## config.mk

```make
export PLATFORM = sky130hd
export DESIGN_NAME = tvip_axi_read_responder
export DESIGN_NICKNAME = d
export VERILOG_FILES = /design/src/rtl/tvip_axi_read_responder.sv
export SDC_FILE = /design/constraint.sdc
export NUM_CORES = 1
export LEC_CHECK = 0
export CORE_ASPECT_RATIO = 1.4
export CORE_MARGIN = 10
export CORE_UTILIZATION = 45
export DETAILED_ROUTE_END_ITERATION = 16
export PLACE_DENSITY = 0.66
export SLEW_MARGIN = 40
export SYNTH_ARGS = -nofsm -noshare
export SYNTH_HDL_FRONTEND = slang
export SYNTH_SLANG_ARGS = --single-unit
```

## constraint.sdc

```tcl
create_clock -name aclk -period 25.1 [get_ports aclk]
set_input_delay 2.51 -clock aclk [delete_from_list [all_inputs] [get_ports aclk]]
set_output_delay 2.51 -clock aclk [all_outputs]
set_load 0.01 [all_outputs]
```

## src/rtl/tvip_axi_read_responder.sv

```systemverilog
// tvip_axi_read_responder
//   AXI4 read-channel slave that serves one AR request at a time.
//   The first R beat follows the AR handshake after READ_LATENCY cycles.
//   Beat data is derived from the beat address. Responses are OKAY, SLVERR
//   for malformed bursts, or DECERR for beats that fall outside the window.
// Ports:
//   aclk, areset              clock, asynchronous active-high reset
//   arvalid/arready/ar*       AR channel (arcache/arprot/arqos are ignored)
//   rvalid/rready/rid/rdata/rresp/rlast   R channel
module tvip_axi_read_responder #(
  parameter int          ID_WIDTH      = 4,
  parameter int          ADDRESS_WIDTH = 32,
  parameter int          DATA_WIDTH    = 32,
  parameter logic [63:0] BASE_ADDRESS  = 64'h0,
  parameter logic [63:0] SIZE_BYTES    = 64'd4096,
  parameter int          READ_LATENCY  = 2
) (
  input  logic                     aclk,
  input  logic                     areset,
  input  logic                     arvalid,
  output logic                     arready,
  input  logic [ID_WIDTH-1:0]      arid,
  input  logic [ADDRESS_WIDTH-1:0] araddr,
  input  logic [7:0]               arlen,
  input  logic [2:0]               arsize,
  input  logic [1:0]               arburst,
  input  logic [3:0]               arcache,
  input  logic [2:0]               arprot,
  input  logic [3:0]               arqos,
  output logic                     rvalid,
  input  logic                     rready,
  output logic [ID_WIDTH-1:0]      rid,
  output logic [DATA_WIDTH-1:0]    rdata,
  output logic [1:0]               rresp,
  output logic                     rlast
);
  localparam int AW  = ADDRESS_WIDTH;
  localparam int BPB = DATA_WIDTH / 8;
  localparam int NL  = DATA_WIDTH / 32;
  localparam int LG_BPB = $clog2(BPB);
  localparam int CW  = (READ_LATENCY > 2) ? $clog2(READ_LATENCY) : 1;
  localparam logic [CW-1:0] CNT_LOAD = CW'((READ_LATENCY > 1) ? READ_LATENCY - 2 : 0);
  localparam logic [AW-1:0] BASE_A   = BASE_ADDRESS[AW-1:0];

  typedef enum logic [1:0] {S_IDLE, S_WAIT, S_DATA} state_e;

  state_e          state_q, state_d;
  logic            arready_q, arready_d;
  logic            rvalid_q, rvalid_d;
  logic [CW-1:0]   cnt_q;
  logic [ID_WIDTH-1:0] id_q;
  logic [AW-1:0]   start_q, addr_q, addr_nxt;
  logic [7:0]      len_q, beat_q;
  logic [2:0]      size_q;
  logic [1:0]      burst_q;
  logic            err_q;

  logic ar_hs, r_hs, last_hs, ar_err, in_win, ok_beat;
  logic [AW-1:0] ar_bsz, bsz, wlen, lower, inc, wbase;

  // AXI sideband fields that this target does not act on.
  logic unused_sideband;
  assign unused_sideband = ^{arcache, arprot, arqos};

  assign ar_hs   = arvalid & arready_q;
  assign r_hs    = rvalid_q & rready;
  assign last_hs = r_hs & (beat_q == len_q);

  // Burst-level legality, evaluated on the incoming request and latched.
  assign ar_bsz = AW'(1) << arsize;
  assign ar_err = (arburst == 2'b11)
               || (int'(arsize) > LG_BPB)
               || ((arburst == 2'b10) && !((arlen == 8'd1) || (arlen == 8'd3) ||
                                           (arlen == 8'd7) || (arlen == 8'd15)))
               || ((arburst == 2'b10) && ((araddr & (ar_bsz - AW'(1))) != '0));

  // ---- FSM: state register
  always_ff @(posedge aclk or posedge areset) begin
    if (areset) state_q <= S_IDLE;
    else        state_q <= state_d;
  end

  // ---- FSM: next state
  always_comb begin
    state_d = state_q;
    case (state_q)
      S_IDLE: if (ar_hs) state_d = (READ_LATENCY > 1) ? S_WAIT : S_DATA;
      S_WAIT: if (cnt_q == '0) state_d = S_DATA;
      S_DATA: if (last_hs) state_d = S_IDLE;
      default: state_d = S_IDLE;
    endcase
  end

  // ---- FSM: outputs (registered). rvalid lags entry into DATA by one edge,
  // which is what gives exactly READ_LATENCY edges from AR to first beat.
  always_comb begin
    arready_d = (state_d == S_IDLE);
    rvalid_d  = (state_q == S_DATA) && !last_hs;
  end

  always_ff @(posedge aclk or posedge areset) begin
    if (areset) begin
      arready_q <= 1'b0;
      rvalid_q  <= 1'b0;
    end else begin
      arready_q <= arready_d;
      rvalid_q  <= rvalid_d;
    end
  end

  // ---- Request capture, latency counter, beat sequencing
  always_ff @(posedge aclk or posedge areset) begin
    if (areset) begin
      cnt_q   <= '0;
      id_q    <= '0;
      start_q <= '0;
      addr_q  <= '0;
      len_q   <= '0;
      beat_q  <= '0;
      size_q  <= '0;
      burst_q <= '0;
      err_q   <= 1'b0;
    end else begin
      if (ar_hs) begin
        cnt_q   <= CNT_LOAD;
        id_q    <= arid;
        start_q <= araddr;
        addr_q  <= araddr;
        len_q   <= arlen;
        beat_q  <= '0;
        size_q  <= arsize;
        burst_q <= arburst;
        err_q   <= ar_err;
      end else if ((state_q == S_WAIT) && (cnt_q != '0)) begin
        cnt_q <= cnt_q - CW'(1);
      end
      if (r_hs) begin
        addr_q <= addr_nxt;
        beat_q <= beat_q + 8'd1;
      end
    end
  end

  // ---- Next beat address
  always_comb begin
    bsz   = AW'(1) << size_q;
    wlen  = (AW'(len_q) + AW'(1)) * bsz;
    lower = start_q & ~(wlen - AW'(1));
    inc   = addr_q + bsz;
    case (burst_q)
      2'b01:   addr_nxt = (addr_q & ~(bsz - AW'(1))) + bsz;
      2'b10:   addr_nxt = (inc == lower + wlen) ? lower : inc;
      default: addr_nxt = addr_q;
    endcase
  end

  // ---- Beat response. Outputs are zero whenever rvalid is low, so reset
  // clears them immediately through rvalid_q.
  assign in_win  = (64'(addr_q - BASE_A) < SIZE_BYTES);
  assign ok_beat = rvalid_q & ~err_q & in_win;
  assign wbase   = addr_q & ~AW'(BPB - 1);

  for (genvar k = 0; k < NL; k++) begin : g_lane
    assign rdata[32*k +: 32] = ok_beat ? 32'(wbase + AW'(4 * k)) : 32'h0;
  end

  assign arready = arready_q;
  assign rvalid  = rvalid_q;
  assign rid     = rvalid_q ? id_q : '0;
  assign rlast   = rvalid_q & (beat_q == len_q);
  assign rresp   = !rvalid_q ? 2'b00 :
                   err_q     ? 2'b10 :
                   !in_win   ? 2'b11 : 2'b00;

endmodule

```

Word-level counts from Yosys, hierarchy flattened
Index checks and enable logic that the tools add are counted.
{"block": "classes", "add_sub_neg": 9, "n_mul": 1, "n_lt_le_gt_ge": 2, "n_eq_ne": 13, "shifts": 2, "mux": 17, "n_bitwise": 12, "n_reduce_logical": 18}
{"op": "two-way mux 32 bit", "n": 4}
{"op": "adder 32 bit", "n": 3}
{"op": "AND 32 bit", "n": 3}
{"op": "subtractor 32 x 1 -> 32 bit (second input constant)", "n": 3}
{"op": "NOT 32 bit", "n": 2}
{"op": "case mux 32 bit (2 select lines)", "n": 1}
{"op": "left shift 1 x 3 -> 32 bit (first input constant)", "n": 2}
{"op": "equality test 32 bit", "n": 1}
{"op": "less-than comparator 32 x 13 -> 1 bit (second input constant)", "n": 1}
{"op": "multiplier 9 x 32 -> 32 bit", "n": 1}
{"op": "nonzero test 32 bit", "n": 1}
{"op": "two-way mux 8 bit", "n": 2}
{"op": "two-way mux 2 bit", "n": 6}
{"op": "adder 8 x 1 -> 9 bit (second input constant)", "n": 1}
{"op": "adder 8 x 1 -> 8 bit (second input constant)", "n": 1}
{"op": "equality test 2 bit (second input constant)", "n": 4}
{"op": "equality test 8 x 1 -> 1 bit (second input constant)", "n": 1}
{"op": "equality test 8 x 2 -> 1 bit (second input constant)", "n": 1}
{"op": "equality test 8 x 3 -> 1 bit (second input constant)", "n": 1}
{"op": "equality test 8 x 4 -> 1 bit (second input constant)", "n": 1}
{"op": "equality test 8 bit", "n": 1}
{"op": "AND 1 bit", "n": 6}
{"op": "logical OR 1 bit", "n": 6}
{"op": "case mux 2 bit (3 select lines)", "n": 1}
{"op": "other kinds (12)", "n": 20}
{"block": "word_totals", "regBits": 95, "input_bits": 64, "word_cells": 86}

Depth between registers and ports, before layout
Gate-level depths: netlist of the first run.
{"block": "logic_depth", "word_depth": 10, "mapped_depth": 40}

Least setup slack after synthesis of the first run
OpenSTA, ideal clock, no wires.
{"block": "synth_timing", "kind": "register -> register", "from": "register size_q[0]", "to": "register addr_q[28]", "t_arrival_ns": 8.997, "t_required_ns": 25.008, "path_slack_ns": 16.011, "path_stages_with_launch": 36, "n_path_buf": 5, "cell_sequence": "dfrtp_1 -> clkbuf_1 -> nor3b_1 -> clkinv_1 -> nor2_1 -> fa_1 -> fa_1 -> fa_1 -> inv_1 -> fa_1 -> inv_1 -> ha_1 -> buf_2 -> o21a_1 -> nor2_2 -> a2111oi_0 -> o22a_1 -> or3_1 -> buf_2 -> buf_2 -> or2_2 -> and3_1 -> ha_1 -> nor2b_1 -> nor2_1 -> o211ai_1 -> o21ai_1 -> o21ai_0 -> and2_1 -> or3_1 -> a221oi_1 -> o211ai_2 -> nor2_4 -> buf_6 -> mux2_4 -> o31ai_2"}
{"block": "synth_via", "elab_chain_len": 10}
{"item": "from (decl)", "line": "54", "source": "logic [2:0] size_q;"}
{"item": "from (signal assigned)", "line": "131", "source": "size_q <= arsize;"}
{"item": "left shift 1 x 3 -> 32 bit (*)", "line": "146", "source": "bsz = AW'(1) << size_q;"}
{"item": "multiplier 9 x 32 -> 32 bit", "line": "147", "source": "wlen = (AW'(len_q) + AW'(1)) * bsz;"}
{"item": "subtractor 32 x 1 -> 32 bit", "line": "148", "source": "lower = start_q & ~(wlen - AW'(1));"}
{"item": "NOT 32 bit", "line": "148"}
{"item": "AND 32 bit", "line": "148"}
{"item": "adder 32 bit", "line": "152", "source": "2'b10: addr_nxt = (inc == lower + wlen) ? lower : inc;"}
{"item": "equality test 32 bit", "line": "152"}
{"item": "two-way mux 32 bit", "line": "152"}
{"item": "case mux 32 bit (2 select lines) (*)", "line": "150", "source": "case (burst_q)"}
{"item": "two-way mux 32 bit (*)", "line": "137", "source": "if (r_hs) begin"}
{"item": "to (signal assigned)", "line": "128", "source": "addr_q <= araddr;"}
{"item": "to (signal assigned)", "line": "138", "source": "addr_q <= addr_nxt;"}
{"item": "to (decl)", "line": "52", "source": "logic [AW-1:0] start_q, addr_q, addr_nxt;"}
Every way passes the cells marked *; elsewhere a longest branch is shown, timed or not.
A chain may end at the register's enable or synchronous reset.

Final worst setup path of the first run
{"block": "layout_timing", "from": "register size_q[2]", "to": "register addr_q[0]"}
The elaborated chain is that of the path after synthesis.

==> flow_metrics.py, run 1 <==
metrics = {
    "run_status": {
        "run_status": "complete, no violations",
    },
    "power": {
        "power.density_nw_per_um2": 162.6,
        "p_seq_share_pct": 16.6,
        "p_total_mw": 2.225,
        "intPower_mw": 0.9571,
        "power_frac_comb_pct": 76.9,
        "power.clock.fraction_pct": 6.4,
        "power_switching_share_pct": 56.99,
        "power.static_leakage_nw": 5.902,
        "vdd_drop_max_mv": 0.09804,
        "switchingPower_mw": 1.268,
    },
    "cts": {
        "cts_tree": "yes",
        "clock_sinks": 95,
        "total_of_hold_buffers_inserted_after_clock_tree_synthesis": 0,
        "cts.repair.resized": 0,
        "postCtsSetupBuffers": 0,
        "clock_tree.htree_level_count": 3,
        "clockRootBuffer": "clkbuf_16",
        "worst_setup_hold_path_clk_slew_ns": 0.08,
        "cts_buffers": 9,
        "insertion_delay_to_the_later_sink_of_the_worst_skew_pair_ns": 0.37,
        "clk_path_buf_depth": 2,
    },
    "logic_synthesis": {
        "yosys.area_share.simple_pct": 28.83,
        "combinational_family_with_the_most_area_after_synthesis": "simple AND/OR/NAND/NOR gates",
        "number_of_enable_type_register_cells_in_the_synthesized_netlist": 0,
        "yosysSeqAreaShare_pct": 19.09,
        "synth_top_cell_by_area": "dfrtp_1",
        "compound_cell_area_share_of_the_yosys_netlist_pct": 19.38,
        "synth_top_area_share_pct": 19.09,
        "yosys_register_bits": 95,
        "ys.flop_type": "dfrtp_1",
        "synth.lib_cells_used.distinct": 102,
        "muxShareOfSynthArea_pct": 3.496,
        "synth.avg_cell_area_sq_um": 7.526,
        "syn_area_sq_um": 12460,
        "synth_area_leaders": "dfrtp_1, nand2_1, fa_1, ha_1, xnor2_1",
        "ys_async_sr_fraction_pct": 100.0,
        "synthesis.instances": 1655,
        "synth-warning-count": 0,
        "synth_fa_ha_area_share_pct": 13.64,
        "synth-xor-area-share_pct": 8.629,
    },
    "cells_and_area": {
        "multi_input_comb_area_sq_um": 9365,
        "mostFrequentLayoutCells": "nand2_1, nor2_1, dfrtp_1",
        "postLayoutCoreUtil_pct": 49.80,
        "fillers": 2753,
        "layout_commonest_cell": "nand2_1",
        "area_growth_pct": 9.865,
        "stdcell_area_sq_um": 13680,
        "final-seq-area_sq_um": 2377,
        "finish.net_count": 1845,
        "diodes": 0,
        "post_layout_nonfiller_instances": 2048,
        "final_layout_size_suffix_gt1_share_pct": 6.496,
    },
    "worst_setup_path": {
        "critPathSlowestCell": "dfrtp_1",
        "timing.critical_path.to_type": "register",
        "timing.setup.critical_path_class": "register to register",
        "crit_required_ns": 25.36,
        "biggest_fanout_along_the_worst_timing_path": 20,
        "timing.critical_path.slowest_cell_delay_ns": 0.74,
        "cp.arrival_ns": 11.95,
        "ff2ff_setup_slack_ns": 13.41,
        "critical_path.startpoint_type": "register",
    },
    "placement": {
        "dp.final_hpwl_microns": 33520,
        "portBuffers": 71,
        "finalWeightedCongestion": 0.9638,
        "placed_cell_count": 2032,
        "placed_cell_area_sq_um": 13380,
        "pre_cts_ws_ns": 13.45,
    },
    "sta": {
        "timing.max_slew.rel_slack_pct": 43.83,
        "hold_slack_ns": 0.4666,
        "worstMarginPinSlew_ns": 0.8406,
        "fin_tns_setup_ns": 0,
        "timing_hold_violations_final": 0,
        "final.setup.worst_slack_ns": 13.41,
        "final_max_slew_viol_count": 0,
        "setup_viol_count_final": 0,
        "finalCritPeriodShare_pct": 46.58,
        "crit_path_time_final_ns": 11.69,
        "unrepaired_setup_endpoints_after_global_routing": "false",
        "clock.fmax_mhz": 85.53,
        "clock-skew-final_ns": 0.01494,
    },
    "routing": {
        "wl_per_cell_microns": 20.99,
        "routed-via-count": 12315,
        "first_pass_iters": 5,
        "drt_iter0_drc": 908,
        "vias_per_cell": 6.013,
        "detail-route-antenna-nets": 0,
        "drc": 0,
        "total_length_of_routed_wires_microns": 42990,
    },
    "floorplan": {
        "ioPinCount": 105,
        "dieWidth_microns": 160.6,
        "core_footprint_sq_um": 27480,
        "design.die.area_sq_um": 34830,
        "total_number_of_placement_rows": 72,
        "floorplan.initialDensity_pct": 45.33,
        "dieHeight_microns": 216.9,
    },
    "job": {
        "drv.max_cap_violation_count": 0,
    },
    "global_routing": {
        "grt_max_degree": 61,
        "grt_resource_usage_total_pct": 24.33,
        "first_global_vias": 12340,
        "grt_first_pass_wirelength_microns": 67760,
        "grt.overflow.total": 0,
        "antenna_found_initial": 0,
    },
    "min_path": {
        "min_path_type": "register to register",
    },
}
cells in the mapped netlist, drive strengths merged, types with 12 or more instances:
| library cell | number |
|---|---|
| clkbuf | 61 |
| nand3 | 64 |
| a31oi | 16 |
| nor2 | 134 |
| o21ai | 84 |
| nand4 | 18 |
| buf | 40 |
| inv | 91 |
| a21o | 16 |
| nor2b | 15 |
| mux2 | 19 |
| ha | 63 |
| xnor2 | 76 |
| o211ai | 12 |
| or3 | 14 |
| mux2i | 21 |
| dfrtp | 95 |
| and2 | 31 |
| nor4 | 29 |
| o22ai | 13 |
| a21oi | 71 |
| and3 | 21 |
| nand2 | 318 |
| xor2 | 44 |
| nand2b | 25 |
| a211oi | 15 |
| nor3 | 40 |
| fa | 45 |
worst paths after layout:
check / start / end / cells past startpoint
setup / recovery: size_q[2]$_DFFE_PP0P_ / addr_q[0]$_DFFE_PP0P_ / 33
hold / removal: state_q[1]$_DFF_PP0_ / state_q[0]$_DFF_PP0_ / 1
setup reg to reg: size_q[2]$_DFFE_PP0P_ / addr_q[0]$_DFFE_PP0P_ / 33
hold reg to reg: state_q[1]$_DFF_PP0_ / state_q[0]$_DFF_PP0_ / 1
max in group asynchronous: areset / addr_q[16]$_DFFE_PP0P_ / 3
min in group asynchronous: areset / arready$_DFF_PP0_ / 2
kinds of logic after synthesis:
| kind of cell | after synthesis |
|---|---|
| buffers and inverters | 194 |
| XOR/XNOR | 121 |
| other | 1 |
| adder cells (fa/ha/maj) | 109 |
| multiplexers | 40 |
| AND/OR/NAND/NOR | 747 |
| flip-flops | 95 |
| AO/OA/AOI/OAI | 348 |
critical path, delay by kind of cell, from the launching register on:
family	cells	cell delay [ns]
simple gates	11	4.15
buf+inv	6	1.43
fa+ha+maj	6	2.67
mux	1	0.38
flops	1	0.74
compound gates	9	2.19
area by class of cell:
class | count | area share (%)
clock buffer | 10 | 1.746
clock inverter | 6 | 0.4206
inverter | 93 | 2.569
multi-input combinational | 1387 | 68.44
sequential | 95 | 17.37
tap | 370 | 3.383
timing repair buffer | 87 | 6.071
sequential cells by signal, indices dropped and copies added (netlist names):
| signal | cells |
|---|---|
| err_q | 1 |
| addr_q | 32 |
| burst_q | 2 |
| state_q | 2 |
| beat_q | 8 |
| size_q | 3 |
| cnt_q | 1 |
| start_q | 32 |
| id_q | 4 |
| rvalid | 1 |
| arready | 1 |
| len_q | 8 |
power groups by stage:
stage	Sequential, mW	Combinational [mW]	Clock [mW]
after global routing	0.381	1.89	0.152
after floorplan	0.279	1.33	0
after global placement	0.364	1.66	0
after CTS	0.365	1.69	0.144
final	0.370	1.71	0.143
after detailed placement	0.367	1.68	0
routing by layer:
layer | global-route usage (%) | wire length, microns
met2 | 43.97 | 22020
met4 | 13.40 | 2399
met5 | 0 | 0
met1 | 27.41 | 16600
met3 | 2.493 | 1976
Power figures use the tool's default switching activity.
==> run 2: changes to the inputs <==
--- a/config.mk
+++ b/config.mk
@@ -9,7 +9,7 @@
 export CORE_MARGIN = 10
 export CORE_UTILIZATION = 45
 export DETAILED_ROUTE_END_ITERATION = 16
-export PLACE_DENSITY = 0.66
+export PLACE_DENSITY = 0.68
 export SLEW_MARGIN = 40
 export SYNTH_ARGS = -nofsm -noshare
 export SYNTH_HDL_FRONTEND = slang
==> constraint.sdc (replaced) <==
create_clock -name aclk -period 10.35 [get_ports aclk]
set_input_delay 1.035 -clock aclk [delete_from_list [all_inputs] [get_ports aclk]]
set_output_delay 1.035 -clock aclk [all_outputs]
set_load 0.01 [all_outputs]
==> flow_metrics.py, run 2 (same netlist as run 1, synthesis figures left out) <==
metrics = {
    "run_status": {
        "run_status": "complete, no violations",
    },
    "routing": {
        "wl_per_cell_microns": 20.77,
        "drt_iter0_drc": 1119,
        "detail-route-antenna-nets": 0,
        "vias_per_cell": 6.043,
        "total_length_of_routed_wires_microns": 43110,
        "drc": 0,
        "first_pass_iters": 7,
        "routed-via-count": 12545,
    },
    "cells_and_area": {
        "stdcell_area_sq_um": 13910,
        "layout_commonest_cell": "nand2_1",
        "finish.net_count": 1873,
        "area_growth_pct": 11.68,
        "diodes": 0,
        "postLayoutCoreUtil_pct": 50.63,
        "final_layout_size_suffix_gt1_share_pct": 8.089,
        "mostFrequentLayoutCells": "nand2_1, nor2_1, dfrtp_1",
        "largest_registers": "addr_q: 32 flops, start_q: 32 flops",
    },
    "job": {
        "drv.max_cap_violation_count": 0,
    },
    "global_routing": {
        "grt_first_pass_wirelength_microns": 67760,
        "antenna_found_initial": 0,
        "grt_max_degree": 61,
        "grt.overflow.total": 0,
        "first_global_vias": 12461,
        "grt_resource_usage_total_pct": 24.26,
    },
    "floorplan": {
        "dieWidth_microns": 160.6,
        "core_footprint_sq_um": 27480,
        "total_number_of_placement_rows": 72,
        "dieHeight_microns": 216.9,
        "floorplan.initialDensity_pct": 45.33,
        "design.die.area_sq_um": 34830,
        "ioPinCount": 105,
    },
    "placement": {
        "portBuffers": 71,
        "placed_cell_area_sq_um": 13590,
        "dp.final_hpwl_microns": 33900,
        "finalWeightedCongestion": 0.9983,
        "pre_cts_ws_ns": 0.6021,
    },
    "sta": {
        "unrepaired_setup_endpoints_after_global_routing": "false",
        "final_max_slew_viol_count": 0,
        "setup_viol_count_final": 0,
        "fin_tns_setup_ns": 0,
        "crit_path_time_final_ns": 9.698,
        "timing_hold_violations_final": 0,
        "clock-skew-final_ns": 0.01491,
        "timing.max_slew.rel_slack_pct": 43.00,
        "final.setup.worst_slack_ns": 0.6521,
        "clock.fmax_mhz": 103.1,
        "finalCritPeriodShare_pct": 93.70,
        "worstMarginPinSlew_ns": 0.8530,
    },
    "cts": {
        "clk_path_buf_depth": 2,
        "clock_tree.htree_level_count": 3,
        "total_of_hold_buffers_inserted_after_clock_tree_synthesis": 0,
        "insertion_delay_to_the_later_sink_of_the_worst_skew_pair_ns": 0.37,
        "clockRootBuffer": "clkbuf_16",
        "clock_sinks": 95,
        "cts_buffers": 9,
        "worst_setup_hold_path_clk_slew_ns": 0.08,
        "cts_tree": "yes",
    },
    "power": {
        "power.density_nw_per_um2": 391.3,
        "power.static_leakage_nw": 6.046,
        "vdd_drop_max_mv": 0.2079,
        "p_total_mw": 5.444,
    },
    "min_path": {
        "min_path_type": "register to register",
    },
    "worst_setup_path": {
        "cell_with_the_most_instances_on_the_worst_path": "fa_1",
        "biggest_fanout_along_the_worst_timing_path": 20,
        "cp.arrival_ns": 9.97,
        "ff2ff_setup_slack_ns": 0.65,
        "crit_required_ns": 10.62,
        "timing.critical_path.to_type": "register",
        "critical_path.startpoint_type": "register",
        "timing.setup.critical_path_class": "register to register",
        "critPathSlowestCell": "fa_1",
        "timing.critical_path.slowest_cell_delay_ns": 0.56,
    },
}
==> run 2: report_power, final <==
group | internal (mW) | switching [mW]
Sequential | 0.542 | 0.329
Combinational | 1.69 | 2.54
Clock | 0.175 | 0.169
==> run 2: path summary, 6_finish.rpt <==
path / start / cells after the start / endpoint
min: state_q[1]$_DFF_PP0_ / 1 / state_q[0]$_DFF_PP0_
max: len_q[1]$_DFFE_PP0P_ / 36 / addr_q[28]$_DFFE_PP0P_
min in group asynchronous: areset / 2 / arready$_DFF_PP0_
min reg2reg: state_q[1]$_DFF_PP0_ / 1 / state_q[0]$_DFF_PP0_
max reg2reg: len_q[1]$_DFFE_PP0P_ / 36 / addr_q[28]$_DFFE_PP0P_
max in group asynchronous: areset / 3 / addr_q[28]$_DFFE_PP0P_
==> run 2: final cells by class <==
cell class              count  area (sq um)
fillers                  2776         13570
multi-input cells        1387          9376
flip-flops and latches     95          2377
repair buffers            115          1054
well taps                 370         462.9
inverters                  93         351.6
clock buffers              11         242.7
clock inverters             5         46.29
==> run 2: per-layer routing <==
metal  share of wire, %  global-route usage (%)
met5                  0                       0
met4                5.6                   12.73
met3                5.0                   2.172
met2                 51                   44.30
met1                 38                   27.39
==> run 2: stage by stage <==
step,hold WS [ns],instances
after detailed placement,0.4552,2060
final,0.4677,2076
after CTS,0.4666,2076
after floorplan,0.4301,1676
after global placement,0.4426,2060
after global routing,0.5002,2076
==> run 2: critical path, delay by kind of cell, from the launching register on <==
kind            cells  cell delay (ns)
xor+xnor            3             0.64
mux                 1             0.32
compound gates      9             1.99
simple gates       11             2.52
buf+inv             5             0.61
flops               1             0.51
fa+ha+maj           7             2.98
==> run 2: timing repair <==
| item | CTS | global route |
|---|---|---|
| endpoints found under the setup margin | 0 | 32 |
| hold endpoints to repair | 0 | 0 |
| resized for setup | 0 | 6 |
| setup buffers | 0 | 0 |
==> run 3: changes to the inputs <==
--- a/config.mk
+++ b/config.mk
@@ -5,10 +5,9 @@
 export SDC_FILE = /design/constraint.sdc
 export NUM_CORES = 1
 export LEC_CHECK = 0
-export CORE_ASPECT_RATIO = 1.4
-export CORE_MARGIN = 10
 export CORE_UTILIZATION = 45
 export DETAILED_ROUTE_END_ITERATION = 16
+export MAX_ROUTING_LAYER = met4
 export PLACE_DENSITY = 0.68
 export SLEW_MARGIN = 40
 export SYNTH_ARGS = -nofsm -noshare
==> flow_metrics.py, run 3 (same netlist as run 1, synthesis figures left out) <==
metrics = {
    "run_status": {
        "run_status": "complete, no violations",
    },
    "routing": {
        "detail-route-antenna-nets": 0,
        "route.met2.wl_microns": 17530,
        "dr.max_layer_used": "met4",
        "first_pass_iters": 6,
        "vias_per_cell": 5.996,
        "total_length_of_routed_wires_microns": 39810,
        "drc": 0,
        "met3WireLength_microns": 2962,
        "drt_iter0_drc": 1479,
        "wl_per_cell_microns": 19.44,
        "routed-via-count": 12279,
        "wl_met1_microns": 18320,
    },
    "job": {
        "drv.max_cap_violation_count": 0,
    },
    "worst_setup_path": {
        "cell_with_the_most_instances_on_the_worst_path": "nor2_1",
        "reg2reg_depth": 35,
        "timing.setup.critical_path_class": "register to register",
        "timing.critical_path.to_type": "register",
        "timing.critical_path.slowest_cell_delay_ns": 0.55,
        "critical_path_depth": 35,
        "cp_num_buf_inv": 5,
        "biggest_fanout_along_the_worst_timing_path": 22,
        "cpLargestDelayFamily": "simple AND/OR/NAND/NOR gates",
        "critPathSlowestCell": "fa_1",
        "critical_path.startpoint_type": "register",
        "crit_required_ns": 10.62,
        "cp.arrival_ns": 9.98,
    },
    "cells_and_area": {
        "layout_commonest_cell": "nand2_1",
        "mostFrequentLayoutCells": "nand2_1, nor2_1, dfrtp_1",
        "diodes": 0,
        "largest_registers": "addr_q: 32 flops, start_q: 32 flops",
        "area_growth_pct": 11.59,
        "postLayoutCoreUtil_pct": 51.43,
        "finish.net_count": 1874,
        "final_layout_size_suffix_gt1_share_pct": 7.967,
        "stdcell_area_sq_um": 13900,
        "post_layout_nonfiller_instances": 2048,
    },
    "min_path": {
        "min_path_type": "register to register",
        "number_of_instances_on_the_worst_hold_path": 1,
    },
    "sta": {
        "timing.max_slew.rel_slack_pct": 48.10,
        "finalCritPeriodShare_pct": 93.84,
        "final.setup.worst_slack_ns": 0.6380,
        "timing_hold_violations_final": 0,
        "crit_path_time_final_ns": 9.712,
        "worstMarginPinSlew_ns": 0.7684,
        "hold_slack_ns": 0.4642,
        "setup_viol_count_final": 0,
        "clock-skew-final_ns": 0.01381,
        "unrepaired_setup_endpoints_after_global_routing": "false",
        "final_max_slew_viol_count": 0,
        "clock.fmax_mhz": 103.0,
        "fin_tns_setup_ns": 0,
    },
    "power": {
        "vdd_drop_max_mv": 0.1836,
        "power.static_leakage_nw": 6.046,
        "p_total_mw": 5.469,
        "power.density_nw_per_um2": 393.5,
    },
    "cts": {
        "clock_sinks": 95,
        "clk_path_buf_depth": 2,
        "postCtsSetupBuffers": 0,
        "worst_setup_hold_path_clk_slew_ns": 0.08,
        "cts.repair.resized": 0,
        "cts_buffers": 9,
        "clockRootBuffer": "clkbuf_16",
        "cts_tree": "yes",
        "clock_tree.htree_level_count": 3,
        "total_of_hold_buffers_inserted_after_clock_tree_synthesis": 0,
        "insertion_delay_to_the_later_sink_of_the_worst_skew_pair_ns": 0.36,
    },
    "global_routing": {
        "antenna_found_initial": 0,
        "grt.overflow.total": 0,
        "grt_resource_usage_total_pct": 29.42,
        "grt_first_pass_wirelength_microns": 63570,
        "grt_max_degree": 68,
        "first_global_vias": 11586,
    },
    "floorplan": {
        "total_number_of_placement_rows": 60,
        "floorplan.initialDensity_pct": 46.09,
        "dieHeight_microns": 168.4,
        "dieWidth_microns": 168.4,
        "design.die.area_sq_um": 28350,
        "ioPinCount": 105,
        "core_footprint_sq_um": 27030,
    },
    "placement": {
        "finalWeightedCongestion": 0.9795,
        "portBuffers": 71,
        "placed_cell_count": 2032,
        "pre_cts_ws_ns": 0.7073,
        "placed_cell_area_sq_um": 13560,
        "dp.final_hpwl_microns": 31100,
    },
}
==> run 3: cell types whose count changed in the layout (fill, tap and decap cells not counted), moves of 2 or more <==
cell,delta
xnor2_2,-2
bufinv_16,+2
a211oi_2,-2
xnor2_1,+2
==> run 3: area by class of cell <==
class                           count  area (sq um)
Sequential cell                    95          2377
Clock buffer                        9         225.2
Tap cell                          341         426.7
Fill cell                        2683         13130
Inverter                           93         351.6
Timing Repair Buffer              116          1077
Clock inverter                      7         102.6
Multi-Input combinational cell   1387          9339
==> run 3: worst register-to-register path, delay by kind of cell, from the launching register on <==
family                     cells  cell delay, ns
AOI/OAI and AO/OA              4            1.20
xor gates and xnor gates       2            0.38
adders and majority gates      7            3.04
buffers and inverters          5            0.44
DFF                            1            0.54
muxes                          1            0.33
and+or+nand+nor               16            3.69
==> run 3: final timing paths <==
kind,from,slack (ns),endpoint
max,len_q[0]$_DFFE_PP0P_,0.64,addr_q[18]$_DFFE_PP0P_
min reg2reg,state_q[1]$_DFF_PP0_,0.46,state_q[0]$_DFF_PP0_
min in group asynchronous,areset,1.02,addr_q[27]$_DFFE_PP0P_
max in group asynchronous,areset,8.36,addr_q[0]$_DFFE_PP0P_
max reg2reg,len_q[0]$_DFFE_PP0P_,0.64,addr_q[18]$_DFFE_PP0P_
min,state_q[1]$_DFF_PP0_,0.46,state_q[0]$_DFF_PP0_
==> run 3: power breakdown <==
part	switching, mW	total [mW]	internal, mW	leakage [nW]
Clock	0.167	0.382	0.215	0.157
Sequential	0.337	0.879	0.542	1.17
Combinational	2.51	4.21	1.70	4.72
Total	3.01	5.47	2.46	6.05
==> run 3: layer usage <==
layer	global-route usage, %	up-vias
met2	44.58	520
met5	-	-
met3	3.597	62
met4	8.972	0
met1	40.90	5846
li1	-	5851
